**config.mk**
```make
export PLATFORM = sky130hd
export DESIGN_NAME = sc_period_meter
export DESIGN_NICKNAME = d
export VERILOG_FILES = /design/src/rtl/sc_period_meter.sv
export SDC_FILE = /design/constraint.sdc
export NUM_CORES = 1
export LEC_CHECK = 0
export CAP_MARGIN = 20
export CORE_MARGIN = 2
export CORE_UTILIZATION = 35
export CTS_BUF_LIST = sky130_fd_sc_hd__clkbuf_8
export DETAILED_ROUTE_END_ITERATION = 7
export PLACE_DENSITY = 0.66
export SETUP_SLACK_MARGIN = 0.3
export SLEW_MARGIN = 30
export SYNTH_ARGS = -nofsm -noshare
export SYNTH_HDL_FRONTEND = slang
export SYNTH_SLANG_ARGS = --single-unit
```
**constraint.sdc**
```tcl
create_clock -name SC_COUNTER_CLOCK_50 -period 3.45 [get_ports SC_COUNTER_CLOCK_50]
set_input_delay 0.8625 -clock SC_COUNTER_CLOCK_50 [delete_from_list [all_inputs] [get_ports SC_COUNTER_CLOCK_50]]
set_output_delay 0.8625 -clock SC_COUNTER_CLOCK_50 [all_outputs]
set_load 0.005 [all_outputs]
```
**src/rtl/sc_period_meter.sv**
```systemverilog
// Period meter for the SC_COUNTER tick stream: measures clock cycles between
// falling-edge tick events and publishes period, match, overflow and armed status.
module sc_period_meter #(
    parameter int unsigned METER_DATAWIDTH = 8
) (
    input  logic                       SC_COUNTER_CLOCK_50,
    input  logic                       SC_COUNTER_RESET_InHigh,
    input  logic                       SC_METER_tick_InLow,
    input  logic                       SC_METER_clear_InLow,
    input  logic [METER_DATAWIDTH-1:0] SC_METER_expected_InBUS,
    output logic [METER_DATAWIDTH-1:0] SC_METER_period_OutBUS,
    output logic                       SC_METER_valid_OutHigh,
    output logic                       SC_METER_match_OutHigh,
    output logic                       SC_METER_overflow_OutHigh,
    output logic                       SC_METER_armed_OutHigh
);

    localparam logic [METER_DATAWIDTH-1:0] CntMax  = '1;
    localparam logic [METER_DATAWIDTH-1:0] CntOne  = {{(METER_DATAWIDTH-1){1'b0}}, 1'b1};
    localparam logic [METER_DATAWIDTH-1:0] CntZero = '0;

    typedef enum logic {
        StIdle,
        StMeasure
    } t_state;

    t_state                     r_state;
    logic [METER_DATAWIDTH-1:0] r_cnt;
    logic                       r_tick_d;
    logic [METER_DATAWIDTH-1:0] r_period;
    logic                       r_valid;
    logic                       r_match;
    logic                       r_overflow;
    logic                       r_armed;

    logic                       w_event;
    logic [METER_DATAWIDTH-1:0] w_cnt_inc;

    // A low level held for several cycles yields a single event on its leading edge.
    assign w_event   = ~SC_METER_tick_InLow & r_tick_d;
    assign w_cnt_inc = r_cnt + CntOne;

    always_ff @(posedge SC_COUNTER_CLOCK_50 or posedge SC_COUNTER_RESET_InHigh) begin
        if (SC_COUNTER_RESET_InHigh) begin
            r_state    <= StIdle;
            r_cnt      <= CntZero;
            r_tick_d   <= 1'b1;
            r_period   <= CntZero;
            r_valid    <= 1'b0;
            r_match    <= 1'b0;
            r_overflow <= 1'b0;
            r_armed    <= 1'b0;
        end else begin
            // The edge detector keeps sampling through clear, so a low held
            // across clear release is not seen as a fresh event.
            r_tick_d <= SC_METER_tick_InLow;
            r_valid  <= 1'b0;
            if (!SC_METER_clear_InLow) begin
                r_state    <= StIdle;
                r_cnt      <= CntZero;
                r_period   <= CntZero;
                r_match    <= 1'b0;
                r_overflow <= 1'b0;
                r_armed    <= 1'b0;
            end else begin
                case (r_state)
                    StIdle: begin
                        if (w_event) begin
                            r_state <= StMeasure;
                            r_cnt   <= CntOne;
                            r_armed <= 1'b1;
                        end
                    end
                    StMeasure: begin
                        if (w_event) begin
                            r_period <= r_cnt;
                            r_match  <= (r_cnt == SC_METER_expected_InBUS);
                            r_valid  <= 1'b1;
                            r_cnt    <= CntOne;
                        end else if (r_cnt != CntMax) begin
                            r_cnt <= w_cnt_inc;
                            if (w_cnt_inc == CntMax) begin
                                r_overflow <= 1'b1;
                            end
                        end
                    end
                    default: begin
                        r_state <= StIdle;
                        r_cnt   <= CntZero;
                        r_armed <= 1'b0;
                    end
                endcase
            end
        end
    end

    assign SC_METER_period_OutBUS    = r_period;
    assign SC_METER_valid_OutHigh    = r_valid;
    assign SC_METER_match_OutHigh    = r_match;
    assign SC_METER_overflow_OutHigh = r_overflow;
    assign SC_METER_armed_OutHigh    = r_armed;

endmodule
```
; ---- After elaboration in Yosys (flattened, before gate mapping)
; Index checks and enable logic that the tools add are counted.
[totals]
regBits = 22
input_bits = 12
output_inout_bits = 12
elab_cells = 51
[classes]
add_sub_neg = 1
eq_ne = 11
n_mux = 24
bitwise_logic = 3
reduce_logical = 4
[op_table]
columns = operator, count
row1 = $mux W8, 7
row2 = $mux W1, 16
row3 = $pmux W8 S2, 1
row4 = $add A8 B1 Y8 const B, 1
row5 = $eq A8 B8 Y1, 1
row6 = $eq A8 B8 Y1 const B, 1
row7 = $ne A2 B1 Y1 const B, 4
row8 = $ne A8 B8 Y1 const B, 1
row9 = $reduce_and A2 Y1, 3
row10 = $ne A2 B2 Y1 const B, 2
row11 = $ne A4 B2 Y1 const B, 1
row12 = $reduce_and A4 Y1, 1
row13 = $ne A3 B3 Y1 const B, 1
row14 = $not A1 Y1, 2
row15 = $and A1 B1 Y1, 1

; ---- Depth between registers and ports, before layout
; Gate-level depths: netlist of run 1.
[logic_depth]
depth_word = 7
depth_mapped = 6

; ---- Worst setup path after synthesis of run 1
; Ideal clock, no wire load.
[synth_timing]
path_type = input to register
start = input port SC_METER_tick_InLow
end = register r_period[0] (netlist: SC_METER_period_OutBUS[0])
t_arrival_ns = 1.481
required_ns = 3.329
slack_ns = 1.848
path_stages = 3
path_buffers = 0
path_cell_list = nor2b_1 a21boi_1 a22o_1
[synth_between]
elab_chain_len = 4
[synth_lines]
columns = item, line_no
row1 = "start, declared", 8  ; input logic SC_METER_tick_InLow,
row2 = $not A1 Y1, 40  ; assign w_event = ~SC_METER_tick_InLow & r_tick_d;
row3 = $and A1 B1 Y1, 40
row4 = $ne A2 B1 Y1 (no source line), --
row5 = $reduce_and A2 Y1 (no source line), --
row6 = "end signal, assigned", 48  ; r_period <= CntZero;
row7 = "end signal, assigned", 61  ; r_period <= CntZero;
row8 = "end signal, assigned", 76  ; r_period <= r_cnt;
row9 = "end, declared", 30  ; logic [METER_DATAWIDTH-1:0] r_period;
; Every way passes these cells.
; A chain may end at the register's enable or synchronous reset.

; ---- Worst setup path after layout of run 1
[layout_timing]
start = input port SC_METER_clear_InLow
end = register r_period[7] (netlist: SC_METER_period_OutBUS[7])
[layout_between]
elab_chain_len = 2
elab_cells_between_ends = 4
classes_between = 2 x eq/ne / 1 x mux / 1 x reduce/logical
[layout_lines]
columns = item, line_no
row1 = "start, declared", 9  ; input logic SC_METER_clear_InLow,
row2 = $ne A2 B1 Y1 (no source line), --
row3 = $reduce_and A2 Y1 (no source line), --
; Several ways; a longest one is shown, not always the timed one.

==> impl_metrics.toml, run 1 <==
[sta]
fin_crit_ns = 2.110
fin_skew_ns = 0.005038
setup_viol = 0
rsz0062_at_grt = "false"
fmax_ghz = 0.4740
slew_viol_final = 0
period_share = 0.6115
max_slew_margin = 0.4625
tightest_slew_ns = 0.8054
final.setup.tns_ns = 0
finalHoldViolCount = 0

[grt]
grt-ovfl-total = 0
grt_max_degree = 23
grt_pass1_wl_um = 4126
grtUsageTotal = 0.1497
antenna_found_initial = 0
grt_pass1_vias = 897

[cts]
cts_tree = "done"
clkTransAtPathRegs_ns = 0.07
cts_setup_buffers = 0
clock_sinks = 22
clock-root-buffer = "clkbuf_8"
cts_buffers = 3
postCtsHoldBufs = 0
clk_path_buf_depth = 2
clkLatencyLatePin_ns = 0.26
cts_resized = 0
htree_levels = 1

[worst_setup_path]
path_max_fanout = 9
required_ns = 3.64
ff2ff_path_depth = 5
cp.arrival_ns = 2.30
cp-start-kind = "input port"
r2r_setup_slack_ns = 1.62
critPathCaptureType = "flip-flop"
critPathKind = "in -> reg"

[final_layout]
nNetsFinal = 141
drive_gt1_frac = 0.07937
antennaDiodeCount = 0
final-seq-area_um2 = 551.8
multi_input_area_um2 = 535.5
nFillCells = 305
syn_to_final_growth_pct = 26.69

[min_path]
holdPathStages = 1
hp-class = "reg -> reg"

[drt]
routedWlPerCell_um = 14.95
drtAntennaViolNets = 0
drt_wl_total_um = 2542
drt_iter0_drc = 24
drc = 0
viasPerCell = 5.347
firstDrtPassIters = 4
routed-via-count = 909

[yosys]
yosysMostFrequentCell = "dfrtp_1"
ys_seq_area_frac = 0.4804
syn_area_mm2 = 0.001149
synth.top_cell.area_share = 0.4575
ys_types = 42
synth_ff_type = "dfrtp_1"
syn_inst = 106
synth_edf_count = 0
yosys_warnings = 0
synth_top_area_cell = "dfrtp_1"
syn_nets = 120
synth.avg_cell_area_um2 = 10.84
yosys-top-cells-count = "dfrtp_1, xor2_1, a22o_1"
ys_ff_latch = 22
synth_area_leaders = "dfrtp_1, xor2_1, a22o_1"
async_flop_share = 1.000

[floorplan]
dieArea_mm2 = 0.003756
die_y_um = 61.29
core_mm2 = 0.003078
initial_core_util = 0.3732
fp.dieW_um = 61.29
boundaryPins = 24
num_rows = 20

[run]
drv_cap = 0

[pwr]
power_uw = 546.3
ir_drop_uv = 121.5
p_leak_uw = 0.0006277
power.density_mw_per_mm2 = 375.4

[placement]
gp_congestion = 0.7846
io_buffers = 23
dp_hpwl_um = 1788

[status]
status = "finished clean"
==> cell type report <==
| type | instances | area share |
|---|---|---|
| Inverter | 3 | 0.007739 |
| Timing Repair Buffer | 23 | 0.1582 |
| Clock inverter | 1 | 0.02064 |
| Clock buffer | 3 | 0.02837 |
| Tap cell | 44 | 0.03783 |
| Multi-Input combinational cell | 74 | 0.3680 |
| Sequential cell | 22 | 0.3792 |
==> cells by family (layout without fill, tap and decap cells) <==
kind of cell	count (synthesis)	after routing	synth area share
AND/OR/NAND/NOR	31	31	0.1602
AO/OA/AOI/OAI	30	30	0.1983
flip-flops	22	22	0.4804
XOR/XNOR	10	10	0.07626
buffers and inverters	10	30	0.05337
adder cells (fa/ha/maj)	2	2	0.02178
multiplexers	1	1	0.009803
==> worst paths after layout <==
check	from	end
worst max-delay path	SC_METER_clear_InLow	SC_METER_period_OutBUS[7]$_DFFE_PP0P_
worst min-delay path	SC_METER_match_OutHigh$_DFFE_PP0P_	SC_METER_match_OutHigh$_DFFE_PP0P_
worst max register to register	r_cnt[1]$_DFFE_PP0P_	r_cnt[6]$_DFFE_PP0P_
worst min register to register	SC_METER_match_OutHigh$_DFFE_PP0P_	SC_METER_match_OutHigh$_DFFE_PP0P_
max in group asynchronous	SC_COUNTER_RESET_InHigh	r_cnt[4]$_DFFE_PP0P_
min in group asynchronous	SC_COUNTER_RESET_InHigh	SC_METER_valid_OutHigh$_DFF_PP0_
==> where the power goes <==
part	leakage [µW]	total [µW]	internal, µW	switching [µW]
clock network	0.0000357	234	155	78.8
logic	0.000291	42.4	21.6	20.8
registers	0.000301	270	262	8.23
total	0.000628	546	438	108
==> layout by cell type (no fill, tap or decap), drive strengths merged <==
| cell | count |
|---|---|
| clkdlybuf4s50 | 23 |
| dfrtp | 21 |
| xor2 | 9 |
| a22o | 8 |
| nand4 | 5 |
| nor2 | 5 |
| and3 | 5 |
| o21ai | 4 |
| nand3 | 4 |
| inv | 3 |
| a21oi | 3 |
| o21a | 3 |
| clkbuf | 3 |
| a21boi | 3 |
| nor4 | 2 |
| nor3 | 2 |
| nand2 | 2 |
| a31oi | 2 |
| ha | 2 |
| nor2b | 1 |
| a32o | 1 |
| nand2b | 1 |
| a211oi | 1 |
| and2 | 1 |
| or3 | 1 |
| a311oi | 1 |
| xnor2 | 1 |
| o31ai | 1 |
| o211ai | 1 |
| nand4b | 1 |
| nor3b | 1 |
| mux2 | 1 |
| a221o | 1 |
| o311a | 1 |
| bufinv | 1 |
| dfstp | 1 |
==> worst max-delay path, cell delays in order <==
cell	delay (ns)
clkdlybuf4s50_1	0.61
a21boi_1	0.58
a22o_1	0.24
==> flip-flops by register name, summed over array words and instances (netlist names) <==
name,cells
SC_METER_overflow_OutHigh,1
SC_METER_period_OutBUS,8
SC_METER_armed_OutHigh,1
r_cnt,8
r_state,1
SC_METER_match_OutHigh,1
r_tick_d,1
SC_METER_valid_OutHigh,1
==> routing by layer <==
| metal | share of wire | GRT usage |
|---|---|---|
| met1 | 0.47 | 0.2074 |
| met2 | 0.46 | 0.2264 |
| met3 | 0.058 | 0.01471 |
| met4 | 0.011 | 0.09006 |
| met5 | 0 | 0 |
==> stage by stage <==
| step | hold WS, ns | instance area, µm² | setup WS, ns | instances | utilization |
|---|---|---|---|---|---|
| final | 0.4962 | 1455 | 1.340 | 170 | 0.4728 |
| after global routing | 0.5175 | 1455 | 1.253 | 170 | 0.4728 |
| after CTS | 0.4989 | 1455 | 1.337 | 170 | 0.4728 |
| after detailed placement | 0.4807 | 1384 | 1.073 | 166 | 0.4496 |
| after global placement | 0.4816 | 1384 | 1.127 | 166 | 0.4496 |
| after floorplan | 0.4874 | 1149 | 1.848 | 106 | - |
(Power assumes the default switching activity.)
==> inputs of run 2 (changes only) <==
==> constraint.sdc (replaced) <==
create_clock -name SC_COUNTER_CLOCK_50 -period 2 [get_ports SC_COUNTER_CLOCK_50]
set_input_delay 0.5 -clock SC_COUNTER_CLOCK_50 [delete_from_list [all_inputs] [get_ports SC_COUNTER_CLOCK_50]]
set_output_delay 0.5 -clock SC_COUNTER_CLOCK_50 [all_outputs]
set_load 0.005 [all_outputs]
==> run 2 against run 1 <==
- hold slack got worse by 0.0023 ns
- combinational power increased by 110%
- sequential power increased by 71%
- worst setup slack got worse by 0.97 ns
- critical path type is now reg -> out
- critical endpoint is now SC_METER_period_OutBUS[6]
- largest cell class unchanged
==> impl_metrics.toml, run 2 (same netlist as run 1, synthesis figures left out) <==
[status]
status = "finished clean"

[sta]
max_slew_margin = 0.7378
tightest_slew_ns = 0.3933
fin_skew_ns = 0.008691
setup_ws_ns = 0.3687
finalHoldViolCount = 0
setup_viol = 0
rsz0062_at_grt = "false"
fin_crit_ns = 1.631
hold-worst-slack_ns = 0.4940
period_share = 0.8157
final.setup.tns_ns = 0
fmax_ghz = 0.6130
slew_viol_final = 0

[final_layout]
final_cell_mix = "clkdlybuf4s50_1, dfrtp_1, xor2_1, a22o_1"
final-seq-area_um2 = 551.8
nNetsFinal = 146
nFillCells = 298
syn_to_final_growth_pct = 30.61
drive_gt1_frac = 0.1374
fin_cells = 175
final_common_cell = "clkdlybuf4s50_1"
antennaDiodeCount = 0
multi_input_area_um2 = 543.0

[placement]
dpl.cell_count = 170
gp_congestion = 0.8317
io_buffers = 23
dp_slack_ns = 0.03005
dp_hpwl_um = 1850

[floorplan]
num_rows = 20
fp.dieW_um = 61.29
boundaryPins = 24
die_y_um = 61.29
initial_core_util = 0.3732
dieArea_mm2 = 0.003756
core_mm2 = 0.003078

[grt]
grt-ovfl-total = 0
grt_max_degree = 23
grt_pass1_vias = 914
grt_util_met2 = 0.2462
grt_pass1_wl_um = 4257
grt_util_met1 = 0.2100
top_usage_layer = "met2"
grt_util_met3 = 0.008403
antenna_found_initial = 0
grtUsageTotal = 0.1529

[worst_setup_path]
cp_num_buf_inv = 1
required_ns = 1.50
cp-start-kind = "flip-flop"
cp.arrival_ns = 1.13
path_delay_family = "buffers and inverters"
critPathKind = "reg -> out"
crit_slowest_cell = "clkdlybuf4s50_1"
critical_path.cell_chain = "clkdlybuf4s50_1"
slowest_delay_ns = 0.51
critPathCaptureType = "primary output"
path_max_fanout = 2

[drt]
drc = 0
routed-via-count = 919
firstDrtPassIters = 4
viasPerCell = 5.251
drt_iter0_drc = 31
routedWlPerCell_um = 14.89
drt_wl_total_um = 2606
drtAntennaViolNets = 0

[cts]
clock-root-buffer = "clkbuf_8"
cts_tree = "done"
cts_buffers = 3
htree_levels = 1
postCtsHoldBufs = 0
clkTransAtPathRegs_ns = 0.08
clk_path_buf_depth = 2
clock_sinks = 22
clkLatencyLatePin_ns = 0.26

[run]
drv_cap = 0

[min_path]
hp-class = "reg -> reg"

[pwr]
power.density_mw_per_mm2 = 634.7
p_leak_uw = 0.0006508
ir_drop_uv = 337.4
[run 2: changes by cell type in the layout (fill, tap and decap cells not counted)]
cell and delta:
buf_4 +5, a21boi_1 -1, a21boi_2 +1, and3_1 -1
and3_2 +1, ha_1 -1, ha_2 +1
[run 2: timing repair]
item,4_1_cts,5_1_grt
endpoints found under the hold margin,0,0
resized for setup,0,3
setup buffers,0,1
endpoints found under the setup margin,0,11
[run 2: path summary, 6_finish.rpt]
path                                                       start  depth (start not counted)                                    end  slack [ns]
setup / recovery           SC_METER_period_OutBUS[6]$_DFFE_PP0P_                          1              SC_METER_period_OutBUS[6]        0.37
hold / removal                SC_METER_match_OutHigh$_DFFE_PP0P_                          1     SC_METER_match_OutHigh$_DFFE_PP0P_        0.49
setup reg to reg                            r_cnt[1]$_DFFE_PP0P_                          5                   r_cnt[6]$_DFFE_PP0P_        0.47
hold reg to reg               SC_METER_match_OutHigh$_DFFE_PP0P_                          1     SC_METER_match_OutHigh$_DFFE_PP0P_        0.49
max in group asynchronous                SC_COUNTER_RESET_InHigh                          3                     r_tick_d$_DFF_PP1_        1.16
min in group asynchronous                SC_COUNTER_RESET_InHigh                          3  SC_METER_period_OutBUS[4]$_DFFE_PP0P_        0.57
[run 2: area by class of cell]
cell class                 count  area share
tap                           44     0.03670
timing repair buffer          28      0.1785
clock inverter                 1     0.02002
multi-input combinational     74      0.3620
sequential                    22      0.3678
inverter                       3    0.007506
clock buffer                   3     0.02752
[run 2: where the power goes]
group / internal [µW] / switching, µW / total [µW]
Combinational: 44.0 / 43.8 / 87.8
Clock: 267 / 137 / 404
Sequential: 452 / 8.36 / 461
[run 2: per-layer routing]
layer | share of wire | vias to the layer above
li1 | - | 446
met1 | 0.48 | 434
met2 | 0.44 | 37
met3 | 0.061 | 2
met4 | 0.010 | 0
met5 | 0 | -
[run 2: stage by stage]
stage / instance area, µm² / util / power [µW]
after floorplan: 1149 / - / 508.9
after global placement: 1414 / 0.4594 / 554.1
after detailed placement: 1414 / 0.4594 / 556.8
after CTS: 1485 / 0.4825 / 967.9
after global routing: 1500 / 0.4874 / 999.8
final: 1500 / 0.4874 / 952.2
==> inputs of run 3 (changes only) <==
--- a/config.mk
+++ b/config.mk
@@ -10,7 +10,7 @@
 export CORE_UTILIZATION = 35
 export CTS_BUF_LIST = sky130_fd_sc_hd__clkbuf_8
 export DETAILED_ROUTE_END_ITERATION = 7
-export PLACE_DENSITY = 0.66
+export PLACE_DENSITY = 0.69
 export SETUP_SLACK_MARGIN = 0.3
 export SLEW_MARGIN = 30
 export SYNTH_ARGS = -nofsm -noshare
==> constraint.sdc (replaced) <==
create_clock -name SC_COUNTER_CLOCK_50 -period 1.4 [get_ports SC_COUNTER_CLOCK_50]
set_input_delay 0.35 -clock SC_COUNTER_CLOCK_50 [delete_from_list [all_inputs] [get_ports SC_COUNTER_CLOCK_50]]
set_output_delay 0.35 -clock SC_COUNTER_CLOCK_50 [all_outputs]
set_load 0.005 [all_outputs]
==> run 3 against run 2 <==
- the run now ends with setup timing left
- sequential power up 44%
- global-route usage up 2.8 points
- register-to-register slack worse by 0.54 ns
- combinational power up 110%
- utilization up 11 points
- die area unchanged
- worst setup slack worse by 0.44 ns
- critical path depth up 3
- sequential cell count unchanged
- critical path type is now reg -> reg
==> impl_metrics.toml, run 3 (same netlist as run 1, synthesis figures left out) <==
[worst_setup_path]
cp-endpoint = "SC_METER_overflow_OutHigh$_DFFE_PP0P_"
critPathCaptureType = "flip-flop"
cp.arrival_ns = 1.63
r2r-end = "SC_METER_overflow_OutHigh$_DFFE_PP0P_"
critical_path.cell_chain = "ha_4, mux2_4, a221o_1, o311a_1"
critPathKind = "reg -> reg"
ff2ff_path_depth = 4
crit_slowest_cell = "dfrtp_2"
reg2reg_from = "r_cnt[0]$_DFFE_PP0P_"
required_ns = 1.56
path_max_fanout = 6
slowest_delay_ns = 0.46
cp-start-kind = "flip-flop"
startpoint = "r_cnt[0]$_DFFE_PP0P_"
r2r_setup_slack_ns = -0.07

[pwr]
pwr-share-comb = 0.125
p_sw_frac = 0.2208
pwr-share-seq = 0.458
ir_drop_uv = 359.5
power.density_mw_per_mm2 = 792.8
power_uw = 1448
switchingPower_uw = 319.8
p_int_uw = 1128
p_clk_frac = 0.417
p_leak_uw = 0.0008823

[floorplan]
fp.dieW_um = 61.29
initial_core_util = 0.3732
boundaryPins = 24
dieArea_mm2 = 0.003756
die_y_um = 61.29
num_rows = 20
core_mm2 = 0.003078

[final_layout]
antennaDiodeCount = 0
final_common_cell = "buf_4"
final_cell_mix = "buf_4, dfrtp_1, buf_2, xor2_1, clkdlybuf4s50_1"
drive_gt1_frac = 0.4759
syn_to_final_growth_pct = 59.04
nNetsFinal = 181
design_area_mm2 = 0.001827
utilization = 0.5935

[sta]
fmax_ghz = 0.6810
hold-worst-slack_ns = 0.3460
max_slew_margin = 0.7721
finalHoldViolCount = 0
fin_crit_ns = 1.468
tightest_slew_ns = 0.3411
rsz0062_at_grt = "true"
setup_ws_ns = -0.06833
period_share = 1.049
fin_skew_ns = 0.008071
setup_viol = 2
slew_viol_final = 0

[grt]
grt-ovfl-total = 0
grt_util_met2 = 0.2994
grt_pass1_vias = 1084
antenna_found_initial = 0
top_usage_layer = "met2"
grt_max_degree = 17
grt_pass1_wl_um = 4981
grt_util_met1 = 0.2365
grt_util_met3 = 0.01471
grtUsageTotal = 0.1805

[drt]
drtAntennaViolNets = 0
drt_wl_total_um = 3276
drc = 0
routed-via-count = 1095
viasPerCell = 5.214
drt_iter0_drc = 49
firstDrtPassIters = 4
routedWlPerCell_um = 15.60

[cts]
clkLatencyLatePin_ns = 0.27
clock_sinks = 22
clkTransAtPathRegs_ns = 0.09
clk_path_buf_depth = 2
htree_levels = 1
cts_tree = "done"
clock-root-buffer = "clkbuf_8"
cts_buffers = 3

[placement]
dpl_cell_area_mm2 = 0.001572
dp_slack_ns = -0.3348
io_buffers = 23
gp_congestion = 0.7735
dp_hpwl_um = 2067

[status]
violations = "setup timing"
status = "finished, violations left"

[run]
drv_cap = 0

[min_path]
hp-class = "in -> async"
==> run 3: changes by cell type in the layout (fill, tap and decap cells not counted), sizes merged <==
cell           previous run  this run
a21boi                    3         4
buf                       5        51
dlygate4sd2               0         2
clkdlybuf4s50            23         9
==> run 3: worst min path at each step <==
stage,startpoint,endpoint,slack [ns],cells after the start
2_1_floorplan,SC_COUNTER_RESET_InHigh,SC_METER_armed_OutHigh$_DFFE_PP0P_,0.34,1
3_3_place_gp,SC_METER_armed_OutHigh$_DFFE_PP0P_,SC_METER_armed_OutHigh$_DFFE_PP0P_,0.47,1
3_5_place_dp,SC_METER_armed_OutHigh$_DFFE_PP0P_,SC_METER_armed_OutHigh$_DFFE_PP0P_,0.48,1
4_1_cts,SC_COUNTER_RESET_InHigh,SC_METER_overflow_OutHigh$_DFFE_PP0P_,0.36,2
5_1_grt,SC_METER_tick_InLow,r_tick_d$_DFF_PP1_,0.36,1
6_report,SC_COUNTER_RESET_InHigh,SC_METER_armed_OutHigh$_DFFE_PP0P_,0.35,2
==> run 3: power by group through the flow <==
stage | logic, µW | registers (µW) | clock network [µW]
after global placement | 154 | 673 | 0
final | 181 | 663 | 604
after global routing | 195 | 665 | 646
after detailed placement | 157 | 674 | 0
after CTS | 175 | 662 | 607
after floorplan | 63.9 | 671 | 0
==> run 3: what timing repair did <==
| item | in CTS | in global routing |
|---|---|---|
| gates resized for setup | 59 | 16 |
| hold buffers | 0 | 0 |
| gates cloned | 1 | 1 |
| hold endpoints to repair | 0 | 0 |
| buffers inserted | 13 | 5 |
| pin swaps | 16 | 3 |
| setup endpoints to repair | 32 | 33 |
==> run 3: final cells by class <==
class	count	area [µm²]
clock buffer	3	41.29
multi-input combinational	75	629.4
sequential	22	560.5
fill	280	1251
inverter	3	11.26
timing repair buffer	62	499.2
tap	44	55.05
clock inverter	1	30.03
==> run 3: per-stage QoR <==
stage	TNS, ns	instances
6_report	-0.1147	210
5_1_grt	-0.2669	210
4_1_cts	-0.07917	204
3_5_place_dp	-4.234	186
3_3_place_gp	-3.454	186
2_1_floorplan	-0.01642	106
==> run 3: routing by layer <==
| metal | wire length [µm] | vias to the layer above |
|---|---|---|
| met5 | 0 | - |
| met2 | 1637 | 32 |
| met3 | 168 | 2 |
| met1 | 1442 | 545 |
| li1 | - | 516 |
| met4 | 27 | 0 |
==> run 3: worst max-delay path: cells and delay by family, from the launching register on <==
kind | cells | cell delay (ns)
AOI/OAI and AO/OA | 2 | 0.43
adders and majority gates | 1 | 0.20
DFF | 1 | 0.46
muxes | 1 | 0.27
